$ cat src/rtl/mon_reg_pkg.sv
// rtl/mon_reg_pkg.sv - shared widths and register addresses for the monitor register bank
package mon_reg_pkg;

    localparam int MON_DATA_W = 32;
    localparam int MON_ADDR_W = 8;

    localparam logic [MON_ADDR_W-1:0] MON_ADDR_CMD    = 8'h00;
    localparam logic [MON_ADDR_W-1:0] MON_ADDR_STATUS = 8'h01;
    localparam logic [MON_ADDR_W-1:0] MON_ADDR_CTRL   = 8'h02;
    localparam logic [MON_ADDR_W-1:0] MON_ADDR_COUNT  = 8'h03;

endpackage

$ cat src/rtl/mon_pulse_chan.sv
// rtl/mon_pulse_chan.sv - one retriggerable active-low command pulse line
module mon_pulse_chan #(
    parameter int PULSE_W   = 4,
    parameter int PULSE_LEN = 1
) (
    input  logic bclk,
    input  logic rst,
    input  logic trig,
    output logic pulse_b,
    output logic active
);

    generate
        if (PULSE_LEN < 1 || PULSE_LEN > (1 << PULSE_W) - 1) begin : g_bad_len
            $error("mon_pulse_chan: PULSE_LEN out of range for PULSE_W");
        end
    endgenerate

    logic [PULSE_W-1:0] cnt;
    logic [PULSE_W-1:0] cnt_next;

    always_comb begin
        cnt_next = cnt;
        if (trig) begin
            cnt_next = PULSE_W'(PULSE_LEN);
        end else if (cnt != '0) begin
            cnt_next = cnt - PULSE_W'(1);
        end
    end

    // active looks one edge ahead so the parent can register busy in step with pulse_b
    assign active = (cnt_next != '0);

    always_ff @(posedge bclk or posedge rst) begin
        if (rst) begin
            cnt     <= '0;
            pulse_b <= 1'b1;
        end else begin
            cnt     <= cnt_next;
            pulse_b <= (cnt_next == '0);
        end
    end

endmodule

$ cat src/rtl/mon_reg32cmd_pulse.sv
// rtl/mon_reg32cmd_pulse.sv - command register firing per-bit pulses with serial mask readback
module mon_reg32cmd_pulse
    import mon_reg_pkg::*;
#(
    parameter logic [MON_ADDR_W-1:0] REG_ADDR = MON_ADDR_CMD,
    parameter int N_FLAGS   = 6,
    parameter int PULSE_W   = 4,
    parameter int PULSE_LEN = 1
) (
    input  logic                  bclk,
    input  logic                  rst,
    input  logic [MON_DATA_W-1:0] dataIn,
    input  logic [MON_ADDR_W-1:0] addrIn,
    input  logic                  latchIn,
    input  logic                  readIn,
    output logic [N_FLAGS-1:0]    flags_rstb,
    output logic                  busy,
    output logic                  shiftOut
);

    generate
        if (N_FLAGS < 1 || N_FLAGS > MON_DATA_W) begin : g_bad_flags
            $error("mon_reg32cmd_pulse: N_FLAGS out of range");
        end
    endgenerate

    logic                  write_hit;
    logic                  read_hit;
    logic [N_FLAGS-1:0]    active;
    logic [MON_DATA_W-1:0] snap;
    logic [MON_DATA_W-1:0] sreg;
    logic                  unused_data;

    assign write_hit   = latchIn && (addrIn == REG_ADDR);
    assign read_hit    = readIn && (addrIn == REG_ADDR);
    assign unused_data = ^dataIn;

    genvar gi;
    generate
        for (gi = 0; gi < N_FLAGS; gi++) begin : g_chan
            mon_pulse_chan #(
                .PULSE_W   (PULSE_W),
                .PULSE_LEN (PULSE_LEN)
            ) u_chan (
                .bclk    (bclk),
                .rst     (rst),
                .trig    (write_hit && dataIn[gi]),
                .pulse_b (flags_rstb[gi]),
                .active  (active[gi])
            );
        end
    endgenerate

    // snapshot comes from the registered lines, so a same-cycle write is not yet visible
    always_comb begin
        snap = '0;
        for (int i = 0; i < N_FLAGS; i++) begin
            snap[i] = ~flags_rstb[i];
        end
    end

    always_ff @(posedge bclk or posedge rst) begin
        if (rst) begin
            busy <= 1'b0;
            sreg <= '0;
        end else begin
            busy <= |active;
            if (read_hit) begin
                sreg <= snap;
            end else begin
                sreg <= {sreg[MON_DATA_W-2:0], 1'b0};
            end
        end
    end

    assign shiftOut = sreg[MON_DATA_W-1];

endmodule

$ cat config.mk
export PLATFORM = sky130hd
export DESIGN_NAME = mon_reg32cmd_pulse
export DESIGN_NICKNAME = d
export VERILOG_FILES = /design/src/rtl/mon_reg_pkg.sv /design/src/rtl/mon_pulse_chan.sv /design/src/rtl/mon_reg32cmd_pulse.sv
export SDC_FILE = /design/constraint.sdc
export NUM_CORES = 1
export LEC_CHECK = 0
export CORE_MARGIN = 2
export CORE_UTILIZATION = 41
export CTS_CLUSTER_DIAMETER = 60
export DETAILED_ROUTE_END_ITERATION = 16
export GPL_ROUTABILITY_DRIVEN = 0
export PLACE_DENSITY_LB_ADDON = 0.15
export SKIP_LAST_GASP = 1
export SLEW_MARGIN = 20
export SYNTH_ARGS = -nofsm -noshare
export SYNTH_HDL_FRONTEND = slang
export SYNTH_SLANG_ARGS = --single-unit
$ cat constraint.sdc
create_clock -name bclk -period 5.6 [get_ports bclk]
set_input_delay 1.68 -clock bclk [delete_from_list [all_inputs] [get_ports bclk]]
set_output_delay 1.68 -clock bclk [all_outputs]
set_load 0.01 [all_outputs]
==> impl_results.md, run 1 <==
* Max frequency at 307.4 MHz
* Final WS setup at ~2.3 ns
* Post-synth design cell area at about 2800 um2
* Worst endpoint required time at 5.82 ns
* Global-route usage over all layers at 0.1442
* Final ANT Viol Nets at 0
* DR DRC count at 0
* Final setup viols at 0
* Synthesized Nets at 303
* Main flop type after synthesis: dfrtp_1
* Post-CTS Setup Inserts at 0
* Avg Cell Area, Syn at ~11 um2
* Fillers at 636
* Skew final at 0.008849 ns
* Post-Synthesis Cells at 253
* Largest cells by area after synthesis: dfrtp_1 51%, and2_1 5.8%, dfstp_2 5.7%
* Antenna violations before repair at 0
* CTS buffer count at 9
* Clock Sinks at 63
* Router iterations before antenna repair at 4
* Clk Latency, worst-skew pair at between 0.3 and 0.4 ns
* Hold Buf Count CTS at 0
* # port buffers at 25
* Post-layout nets at 331
* Netlist cell types at 40
* Synthesis-to-layout area growth at 16.71%
* Crit Path Class: in -> reg
* Area fraction of the dominant cell type after synthesis at 0.5121
* Power density over the cells at 482.2 nW/um2
* Worst-path fanout max at 37
* Leakage at 0.001439 uW
* Vias in the first global route at 1,862
* Post-DP Area at 3085 um2
* Synth area leader: dfrtp_1
* Final hold violations at 0
* Async SR Flop Fraction at 1.000
* Setup tns final at 0 ns
* CP Launch Type: input port
* Outcome: finished clean
* Routed length per instance at 12.34 um
* HPWL after detailed placement at about 3100 um
* Reg clk slew, reported paths at 0.07 ns
* Clock tree buffer depth at 2
* Endpoint type of the worst setup path: flip-flop
* Most frequent cells in the layout: 57 x dfrtp_1, 26 x and2_1, 25 x clkdlybuf4s50_1, 24 x nor2_1, 16 x a21oi_1
* Post-layout util at 0.4865
* Core area at 6681 um2
* Worst Path Arrival at 3.48 ns
* Die X at 86.42 um
* Worst slew margin at 0.4494
* Hold path cells at 1
* Layout cells sized above 1 at 0.1399
* Num rows at 30
* Commonest non-fill, non-tap cell in the layout: dfrtp_1
* Grt ovf at 0
* Max Cap Viol at 0
* DIE HEIGHT at just under 90 um
* Met1 Usage GRT at 0.1863
* WL final at 4517 um
* # diodes at 0
* Worst-Margin Slew at approximately 0.82 ns
* Worst R2R Path Depth at 7
* Post-synth EDFFs at 0
* Root buffer cell: clkbuf_8
* Crit share post-route at 0.5809
* CTS tree: built
* Dpl ws at 1.951 ns
* H-Tree Level Count at 3
* First-pass GRT wire length at 8273 um
* Min-delay worst type: reg -> reg
* Number of vias per cell at 4.899
* Met3 Use GR at 0.04381
* Worst VDD drop at 0.2246 mV
* Fin crit period at 3.253 ns
* Post-synthesis sequential area ratio at 0.5687
* DR vias at ~1,800
* GR Layer Usage met2 at 0.2224
* GR peak layer: met2
* Max-slew violations at 0
* Post-cts gate resize count at 0
* 1st-iter DRT viols at 70
* Initial Util at 0.4169
* Synth Warn # at 0
* RSZ-0062 raised after global routing: false
* Yosys reg bits at 63
* Ports at 52
* Design area at 3251 um2
* Largest net degree at the start of global routing at 43
* Die area at 7468 um2
cell usage after synthesis, drive strengths merged, types with 2 or more instances:
master	number
a21oi	16
a31oi	4
a32oi	2
a41oi	2
and2	26
and3	2
buf	7
clkbuf	2
dfrtp	57
dfstp	6
ha	6
inv	16
mux2i	2
nand2	13
nand2b	8
nand3b	5
nor2	25
nor3	16
nor3b	4
nor4b	6
o21ai	5
or3	4
or4	2
xnor2	10
registers in the layout (all words and copies together), names as in the netlist:
name	flops
busy	1
g_chan.u_chan.cnt	24
g_chan.u_chan.pulse_b	6
sreg	32
layout make-up:
type | count | area (um2) | area share
Sequential cell | 63 | 1584 | 0.4873
Multi-Input combinational cell | 165 | 1084 | 0.3333
Timing Repair Buffer | 26 | 257.7 | 0.07929
Clock buffer | 10 | 127.6 | 0.03926
Tap cell | 80 | 100.1 | 0.03079
Inverter | 16 | 60.06 | 0.01848
Clock inverter | 6 | 37.54 | 0.01155
kinds of logic (layout without fill, tap and decap cells):
logic type / after synthesis / in the layout / share of synthesized area
compound gates: 31 / 31 / 0.06649
flops: 63 / 63 / 0.5687
simple gates: 115 / 115 / 0.2529
buf+inv: 25 / 58 / 0.04222
fa+ha+maj: 6 / 6 / 0.02695
mux: 3 / 3 / 0.01123
xor+xnor: 10 / 10 / 0.03145
worst paths after layout:
path | start | end | slack (ns)
max | addrIn[5] | sreg[14]$_DFF_PP0_ | 2.35
min | sreg[21]$_DFF_PP0_ | sreg[22]$_DFF_PP0_ | 0.44
max reg2reg | g_chan[4].u_chan.cnt[0]$_DFF_PP0_ | busy$_DFF_PP0_ | 3.54
min reg2reg | sreg[21]$_DFF_PP0_ | sreg[22]$_DFF_PP0_ | 0.44
max in group asynchronous | rst | g_chan[2].u_chan.pulse_b$_DFF_PP1_ | 2.92
min in group asynchronous | rst | g_chan[1].u_chan.cnt[3]$_DFF_PP0_ | 1.82
per-stage QoR:
step	hold WS, ns	cells	total power, uW
finish	0.4449	366	1567
global route	0.4619	366	1724
CTS	0.4486	366	1588
detailed placement	0.4329	350	1251
global placement	0.4338	350	1234
floorplan	0.4277	253	1130
power breakdown:
part / leakage (uW) / total, uW / switching [uW] / internal [uW]
sequential: 0.000810 / 674 / 107 / 567
combinational: 0.000551 / 562 / 283 / 279
clock: 0.0000781 / 332 / 174 / 158
total: 0.00144 / 1570 / 564 / 1000
per-layer routing:
layer  up-vias  share of wire
li1        911              -
met1       845           0.51
met2        29           0.43
met3         8          0.038
met4         0          0.021
met5         -              0
worst max-delay path, cell delays in order:
cell,delay [ns]
clkdlybuf4s50_1,0.40
or4_4,0.60
nor2_4,0.15
nand2_2,0.32
and2_1,0.31
Power figures use the tool's default switching activity.
==> inputs of run 2 (changes only) <==
==> constraint.sdc (replaced) <==
create_clock -name bclk -period 3.16 [get_ports bclk]
set_input_delay 0.948 -clock bclk [delete_from_list [all_inputs] [get_ports bclk]]
set_output_delay 0.948 -clock bclk [all_outputs]
set_load 0.01 [all_outputs]
==> impl_results.md, run 2 (same netlist as run 1, synthesis figures left out) <==
* Final hold violations at 0 (unchanged)
* Global-route usage over all layers at 0.1433 (-0.0008960)
* Biggest register: sreg
* 1st-iter DRT viols at 68 (-2.9%)
* Die X at 86.42 um (unchanged)
* First-pass GRT wire length at 8100 um (-2.1%)
* Crit share post-route at 0.7481
* Initial Util at 0.4169 (unchanged)
* Max frequency at 423.0 MHz
* Post-layout nets at 336 (+1.5%)
* Ports at 52 (unchanged)
* Grt ovf at 0 (unchanged)
* Clock tree buffer depth at 2 (unchanged)
* Setup tns final at 0 ns (unchanged)
* Largest register FFs at 32 (unchanged)
* DR DRC count at 0 (unchanged)
* Skew final at 0.006223 ns (-0.002626 ns)
* RSZ-0062 raised after global routing: false
* Crit path buf inv count at 1 (unchanged)
* Post-Layout Cell Count at 371 (+1.4%)
* Worst stage delay on the critical path at 0.55 ns (-0.05 ns)
* # diodes at 0 (unchanged)
* Crit path max-delay family: flip-flops
* Crit Path Class: reg -> out
* Most frequent cells in the layout: 57 x dfrtp_1, 26 x and2_1, 25 x clkdlybuf4s50_1, 24 x nor2_1, 16 x a21oi_1
* Reg clk slew, reported paths at 0.07 ns (about the same)
* Die area at 7468 um2 (unchanged)
* Synthesis-to-layout area growth at 21.34%
* Slowest-stage cell, CP: dfstp_2
* Largest net degree at the start of global routing at 42 (-2.3%)
* Clock Sinks at 63 (unchanged)
* Commonest non-fill, non-tap cell in the layout: dfrtp_1
* Worst slew margin at 0.6691 (+0.2197)
* Num rows at 30 (unchanged)
* CP Launch Type: flip-flop
* Number of vias per cell at 4.976 (+1.6%)
* Layout cells sized above 1 at 0.1581 (+0.01822)
* Clk Latency, worst-skew pair at 0.34 ns (about the same)
* Biggest regs: sreg (32), g_chan.u_chan.cnt (24), g_chan.u_chan.pulse_b (6)
* CTS tree: built
* Core area at 6681 um2 (unchanged)
* Worst-path fanout max at 2 (-95%)
* Final setup viols at 0 (unchanged)
* Worst Path Arrival at 1.42 ns (-2.06 ns)
* WL final at 4706 um (+4.2%)
* Outcome: finished clean
* Min-delay worst type: reg -> reg
* Vias in the first global route at 1,806 (-3.0%)
* Worst VDD drop at 0.4597 mV (+100%)
* Power density over the cells at 906.3 nW/um2 (+88%)
* Worst R2R Setup Slack at 1.02 ns (-2.52 ns)
* Worst R2R Path Depth at 7 (unchanged)
* Router iterations before antenna repair at 4 (unchanged)
* DIE HEIGHT at 86.42 um (unchanged)
* HPWL after detailed placement at 3101 um (-1.0%)
* Endpoint type of the worst setup path: primary output
* Root buffer cell: clkbuf_8
* Fin crit period at around 2.4 ns
* H-Tree Level Count at 3 (unchanged)
* Worst endpoint required time at 2.21 ns (-3.61 ns)
* DR vias at 1,846 (+3.0%)
* Dpl cells at 355 (+1.4%)
* Worst-Margin Slew at 0.4956 ns (-0.3291 ns)
* Leakage at 0.001511 uW (+5.0%)
* Number of stages on the worst setup path at 1 (-4)
* Max-slew violations at 0 (unchanged)
* Final ANT Viol Nets at 0 (unchanged)
* Post-cts gate resize count at 0 (unchanged)
* Hold Buf Count CTS at 0 (unchanged)
* Hold path cells at 1 (unchanged)
* Post-CTS Setup Inserts at 0 (unchanged)
* Routed length per instance at 12.68 um (+2.8%)
* Antenna violations before repair at 0 (unchanged)
* Fillers at 602 (-5.3%)
* Cell Chain, Critical Path: clkdlybuf4s50_1
* CTS buffer count at 9 (unchanged)
* # port buffers at 25 (unchanged)
* Max Cap Viol at 0 (unchanged)
run 2: cell types whose count changed in the layout (fill, tap and decap cells not counted):
| cell | change |
|---|---|
| buf_12 | +1 |
| buf_4 | +4 |
| bufinv_16 | +3 |
| clkbuf_1 | -1 |
| clkinv_2 | -2 |
| clkinv_4 | +1 |
| clkinvlp_4 | -2 |
| inv_6 | +1 |
run 2: where the power goes:
part	leakage, uW	internal [uW]	switching (uW)
Clock	0.000120	526	332
Sequential	0.000810	1000	194
Combinational	0.000582	496	511
Total	0.00151	2030	1040
run 2: per-layer routing:
metal	GRT usage	up-vias	part of all wire
li1	-	919	-
met2	0.2028	34	0.43
met5	0	-	0
met1	0.1957	888	0.52
met3	0.05524	5	0.042
met4	0.06392	0	0.012
run 2: worst paths after layout:
| check | from | endpoint |
|---|---|---|
| min in group asynchronous | rst | sreg[6]$_DFF_PP0_ |
| worst min register to register | sreg[24]$_DFF_PP0_ | sreg[25]$_DFF_PP0_ |
| worst max register to register | g_chan[4].u_chan.cnt[0]$_DFF_PP0_ | busy$_DFF_PP0_ |
| worst min-delay path | sreg[24]$_DFF_PP0_ | sreg[25]$_DFF_PP0_ |
| max in group asynchronous | rst | g_chan[2].u_chan.pulse_b$_DFF_PP1_ |
| worst max-delay path | g_chan[5].u_chan.pulse_b$_DFF_PP1_ | flags_rstb[5] |
run 2: area by class of cell:
| class | count | area [um2] | area share |
|---|---|---|---|
| clock buffer | 9 | 123.9 | 0.03665 |
| timing repair buffer | 31 | 307.8 | 0.09108 |
| multi-input combinational | 165 | 1084 | 0.3206 |
| clock inverter | 7 | 120.1 | 0.03554 |
| inverter | 16 | 60.06 | 0.01777 |
| sequential | 63 | 1584 | 0.4687 |
| tap | 80 | 100.1 | 0.02962 |
run 2: stage by stage:
stage / cell area, um2 / total power (uW) / utilization / worst slack, ns / hold WS [ns]
after floorplan: 2785 / 2003 / - / 0.6522 / 0.4277
final: 3379 / 3063 / 0.5058 / 0.7959 / 0.4492
after global placement: 3136 / 2187 / 0.4693 / 0.4480 / 0.4330
after CTS: 3379 / 3085 / 0.5058 / 0.7703 / 0.4519
after global routing: 3379 / 3304 / 0.5058 / 0.7232 / 0.4654
after detailed placement: 3136 / 2213 / 0.4693 / 0.4283 / 0.4348
==> variant 1 (flow settings as in run 2) <==
The output `busy` loses its register stage (`busy` becomes a continuous assignment).
--- a/src/rtl/mon_reg32cmd_pulse.sv
+++ b/src/rtl/mon_reg32cmd_pulse.sv
@@ -61,10 +61,8 @@
 
     always_ff @(posedge bclk or posedge rst) begin
         if (rst) begin
-            busy <= 1'b0;
             sreg <= '0;
         end else begin
-            busy <= |active;
             if (read_hit) begin
                 sreg <= snap;
             end else begin
@@ -73,6 +71,8 @@
         end
     end
 
+    assign busy = |active;
+
     assign shiftOut = sreg[MON_DATA_W-1];
 
 endmodule
Check against the original RTL: not equivalent (Yosys sat finds a counterexample within 4 cycles, from zero or initial values and one cycle with rst high).
==> variant 1 against run 2 <==
The run now ends with negative setup slack left; area after synthesis fell by 0.90%; power rose by 9.6%; largest cell class unchanged; wire length rose by 8.1%; clock power fell by 7.2%; final area rose by 7.5%; sequential cell count fell by 1; setup slack got worse by 0.96 ns; global-route usage rose by 1.0 points.
==> variant 1: results (changes against run 2) <==
| Metric | Value |
|---|---|
| FILL cells | `549 (was 602)` |
| First-pass GRT wire length | `8.77 mm (was 8.10 mm)` |
| Main area contributors after synthesis | `dfrtp_1, and2_1, dfstp_2 (unchanged)` |
| Sequential-to-total area share from yosys stat | `0.565 (was 0.569)` |
| Hold Path Origin | `sreg[17] (was sreg[24])` |
| Clock Pin Slew Worst Setup and Hold Paths | `0.07 ns (about the same)` |
| Failing checks | `negative setup slack` |
| Leakage power | `1.72 nW (was 1.51 nW)` |
| Max Cap Violations | `0 (unchanged)` |
| Clock Path Buffers | `2 (unchanged)` |
| Initial DRC count | `64 (was 68)` |
| Share of layout cells above drive strength 1 | `0.295 (was 0.158)` |
| Port bufs | `25 (unchanged)` |
| Antenna-violating nets left | `0 (unchanged)` |
| H-tree depth | `3 (unchanged)` |
| Net Count, Synth | `302 (was 303)` |
| Final WS setup | `-0.163 ns (was 0.796 ns)` |
| Setup TNS | `-0.163 ns (was 0 ns)` |
| Largest net degree at the start of global routing | `39 (was 42)` |
| Setup violators final | `1 (was 0)` |
| Flop2flop setup slack | `1.54 ns (was 1.02 ns)` |
| Routed wire length | `5.09 mm (was 4.71 mm)` |
| Worst min-delay path category | `reg2reg (unchanged)` |
| Async set-reset flop share out of synthesis | `1.00 (unchanged)` |
| Post-synth top cells | `dfrtp_1, and2_1, nor2_1 (unchanged)` |
| VDD IR max | `0.000539 V (was 0.000460 V)` |
| Outcome | `complete, but fails checks (was completed)` |
| Dpl hpwl | `3.45 mm (was 3.10 mm)` |
| CTS Root Cell | `clkbuf_8 (unchanged)` |
| Internal power | `2.25 mW (was 2.03 mW)` |
| Worst r2r src | `g_chan[3].u_chan.cnt[0] (was g_chan[4].u_chan.cnt[0])` |
| Crit. Startpoint | `addrIn[7] (was g_chan[5].u_chan.pulse_b)` |
| Vias in the first global route | `1973 (was 1806)` |
| Slew @ Worst Pin | `0.532 ns (was 0.496 ns)` |
| DR vias/cell | `4.84 (was 4.98)` |
| CP max FO | `5 (was 2)` |
| Worst-Skew Late Latency | `0.33 ns` |
| Netlist cell types | `40 (unchanged)` |
| Top Registers | `sreg (32), g_chan.u_chan.cnt (24), g_chan.u_chan.pulse_b (6) (unchanged)` |
| All-layer global routing usage | `0.153 (was 0.143)` |
| Worst path arrival time | `2.38 ns (was 1.42 ns)` |
| Initial DRT Pass Iterations | `4 (unchanged)` |
| NumNets Final | `370 (was 336)` |
| Clock Skews | `0.00535 ns (was 0.00622 ns)` |
| Yosys warns | `0 (unchanged)` |
| TritonCTS buffer count | `9 (unchanged)` |
| Ant. Diodes | `0 (unchanged)` |
| Antenna violations before repair | `0 (unchanged)` |
[variant 1: cell types whose count changed after synthesis]
cell,change
dfrtp_1,-1
[variant 1: path summary, 6_finish.rpt]
kind                                            end  cells past startpoint
setup / recovery                               busy                      7
hold / removal                             sreg[18]                      1
setup reg to reg           g_chan[3].u_chan.pulse_b                      9
hold reg to reg                            sreg[18]                      1
min in group asynchronous                  sreg[11]                      2
max in group asynchronous  g_chan[3].u_chan.pulse_b                      3
[variant 1: timing repair]
action	4_1_cts	5_1_grt
pin swaps	10	10
buffers inserted	2	2
gates resized for setup	37	6
endpoints found under the setup margin	1	1
hold endpoints to repair	0	0
[variant 1: metal layers]
layer	vias up	part of all wire	track usage
met4	0	0.011	0.0433
met5	-	0	0
li1	985	-	-
met2	33	0.50	0.266
met1	922	0.44	0.175
met3	6	0.050	0.0616
[variant 1: stage by stage]
| step | std cells | hold WS, ns | area, sq um | util | setup WS [ns] |
|---|---|---|---|---|---|
| finish | 402 | 0.447 | 3630 | 0.566 | -0.163 |
| global route | 402 | 0.469 | 3630 | 0.566 | -0.205 |
| CTS | 400 | 0.450 | 3600 | 0.560 | -0.166 |
| detailed placement | 382 | 0.435 | 3340 | 0.520 | -0.878 |
| global placement | 382 | 0.433 | 3340 | 0.520 | -0.880 |
| floorplan | 252 | 0.428 | 2760 | - | 0.0673 |
[variant 1: cell type report]
type                            instances  share of cell area
Tap cell                               77              0.0265
Timing Repair Buffer                   66               0.149
Multi-Input combinational cell        165               0.315
Clock buffer                           11              0.0417
Clock inverter                          5              0.0224
Inverter                               16              0.0165
Sequential cell                        62               0.429
[variant 1: worst max-delay path, cell delays in order]
cell      delay [ns]
buf_6           0.09
or4_4           0.62
nor2_4          0.17
and3_4          0.20
a211o_1         0.12
a2111o_1        0.11
buf_2           0.12
[variant 1: power by group through the flow]
stage	Sequential (mW)	Clock (mW)	Combinational (mW)
floorplan	1.15	0	0.842
global placement	1.16	0	1.31
detailed placement	1.16	0	1.34
CTS	1.15	0.823	1.37
global route	1.18	0.851	1.58
finish	1.16	0.796	1.41
[variant 1: cell families after synthesis]
kind of cell / share of synthesized area
simple gates: 0.255
xor+xnor: 0.0317
flops: 0.565
buf+inv: 0.0426
fa+ha+maj: 0.0272
mux: 0.0113
compound gates: 0.0671
==> variant 2 (settings of run 2) <==
Made on the original files. Set the package constant `MON_ADDR_W` to 9 (it was 8).
--- a/src/rtl/mon_reg_pkg.sv
+++ b/src/rtl/mon_reg_pkg.sv
@@ -2,7 +2,7 @@
 package mon_reg_pkg;
 
     localparam int MON_DATA_W = 32;
-    localparam int MON_ADDR_W = 8;
+    localparam int MON_ADDR_W = 9;
 
     localparam logic [MON_ADDR_W-1:0] MON_ADDR_CMD    = 8'h00;
     localparam logic [MON_ADDR_W-1:0] MON_ADDR_STATUS = 8'h01;
Ports: changed (resized addrIn); port bits go from 52 to 53. No check against the original RTL was run, so the function may have changed too.
==> variant 2 against run 2 <==
Sequential cell count unchanged; area after synthesis increased by 1.6%; clock skew increased by 0.00085 ns; largest cell class unchanged; final area decreased by 0.67%; largest power group unchanged; clock power decreased by 14%; maximum frequency decreased by 10%; power decreased by 6.1%; via count decreased by 2.1%; critical path type is now in2reg; setup slack got worse by 0.27 ns; wire length decreased by 2.7%.
==> variant 2: results (changes against run 2) <==
| Metric | Value |
|---|---|
| Post_cts resized | `0 (unchanged)` |
| Top Registers | `sreg (32), g_chan.u_chan.cnt (24), g_chan.u_chan.pulse_b (6) (unchanged)` |
| Worst path arrival time | `2.86 ns (was 1.42 ns)` |
| Initial DRC count | `85 (was 68)` |
| Sequential-to-total area share from yosys stat | `0.560 (was 0.569)` |
| Async set-reset flop share out of synthesis | `1.00 (unchanged)` |
| Initial DRT Pass Iterations | `4 (unchanged)` |
| Largest net degree at the start of global routing | `38 (was 42)` |
| Inst Count DP | `350 (was 355)` |
| VDD IR max | `0.000454 V (was 0.000460 V)` |
| CTS Root Cell | `clkbuf_8 (unchanged)` |
| Share of layout cells above drive strength 1 | `0.192 (was 0.158)` |
| DR vias | `1808 (was 1846)` |
| Crit. Startpoint | `addrIn[5] (was g_chan[5].u_chan.pulse_b)` |
| Yosys warns | `0 (unchanged)` |
| Outcome | `completed (unchanged)` |
| TritonCTS buffer count | `9 (unchanged)` |
| Post-CTS Setup Bufs | `0 (unchanged)` |
| Clock Skews | `0.00707 ns (was 0.00622 ns)` |
| Worst r2r src | `g_chan[4].u_chan.cnt[1] (was g_chan[4].u_chan.cnt[0])` |
| CP max FO | `37 (was 2)` |
| Main area contributors after synthesis | `dfrtp_1, and2_4, dfstp_2 (was dfrtp_1, and2_1, dfstp_2)` |
| Vias in the first global route | `1861 (was 1806)` |
| Net Count, Synth | `304 (was 303)` |
| Hold depth | `2 (was 1)` |
| Setup TNS | `0 ns (unchanged)` |
| Post-synth top cells | `dfrtp_1, a21oi_1, and2_4 (was dfrtp_1, and2_1, nor2_1)` |
| Netlist cell types | `36 (was 40)` |
| Slew @ Worst Pin | `0.543 ns (was 0.496 ns)` |
| FILL cells | `599 (was 602)` |
| Hold Path Origin | `sreg[0] (was sreg[24])` |
| Dpl hpwl | `3.10 mm (about the same)` |
| Ant. Diodes | `0 (unchanged)` |
| Routed wire length | `4.58 mm (was 4.71 mm)` |
| All-layer global routing usage | `0.141 (was 0.143)` |
| Worst-Skew Late Latency | `0.34 ns (about the same)` |
| First-pass GRT wire length | `8.20 mm (was 8.10 mm)` |
| Port bufs | `26 (was 25)` |
| Leakage power | `1.53 nW (was 1.51 nW)` |
| DR vias/cell | `4.94 (was 4.98)` |
| NumNets Final | `332 (was 336)` |
[variant 2: cell count changes after synthesis, sizes merged, moves of 5 or more]
cell / delta
nor2b: +5
nor2: -14
buf: +6
a21oi: +13
a211oi: +5
nor3: -8
[variant 2: area by class of cell]
type / instances / share of cell area
clock buffer: 9 / 0.0369
clock inverter: 7 / 0.0261
inverter: 15 / 0.0168
multi-input combinational: 162 / 0.325
sequential: 63 / 0.472
tap: 80 / 0.0298
timing repair buffer: 30 / 0.0939
[variant 2: layer usage]
metal  vias to the layer above  wire length [um]  track usage
met4                         0                88       0.0582
met5                         -                 0            0
met3                         8               163       0.0626
met1                       859              2180        0.168
met2                        22              2150        0.223
li1                        919                 -            -
[variant 2: kinds of logic (layout without fill, tap and decap cells)]
group                    count (synthesis)  in the layout  share of synthesized area
XOR/XNOR                                 9              9                     0.0279
buffers and inverters                   28             61                     0.0579
multiplexers                             1              1                    0.00354
flip-flops                              63             63                      0.560
adder cells (fa/ha/maj)                  6              6                     0.0265
AND/OR/NAND/NOR                         96             96                      0.215
AO/OA/AOI/OAI                           50             50                      0.110
[variant 2: critical path, stage by stage]
cell             delay, ns
clkdlybuf4s50_1       0.40
or4_4                 0.56
or4_4                 0.70
and2_4                0.25
[variant 2: where the power goes]
part           internal [mW]  switching (mW)  total, mW
clock                  0.438           0.302      0.740
combinational          0.484           0.477      0.960
sequential              1.00           0.172       1.17
[variant 2: final timing paths]
path	end	slack [ns]
setup / recovery	sreg[26]	0.53
hold / removal	sreg[1]	0.45
setup reg to reg	busy	0.89
hold reg to reg	sreg[1]	0.45
max in group asynchronous	g_chan[5].u_chan.pulse_b	1.55
min in group asynchronous	sreg[9]	0.98
[variant 2: per-stage QoR]
step | hold WS [ns] | instance area (sq um) | util | total power [mW] | setup slack [ns]
after floorplan | 0.427 | 2830 | - | 1.94 | 0.652
after global placement | 0.435 | 3150 | 0.468 | 2.13 | 0.156
after detailed placement | 0.436 | 3150 | 0.468 | 2.15 | 0.152
after CTS | 0.450 | 3360 | 0.500 | 2.91 | 0.528
after global routing | 0.470 | 3360 | 0.500 | 3.12 | 0.482
final | 0.446 | 3360 | 0.500 | 2.88 | 0.530
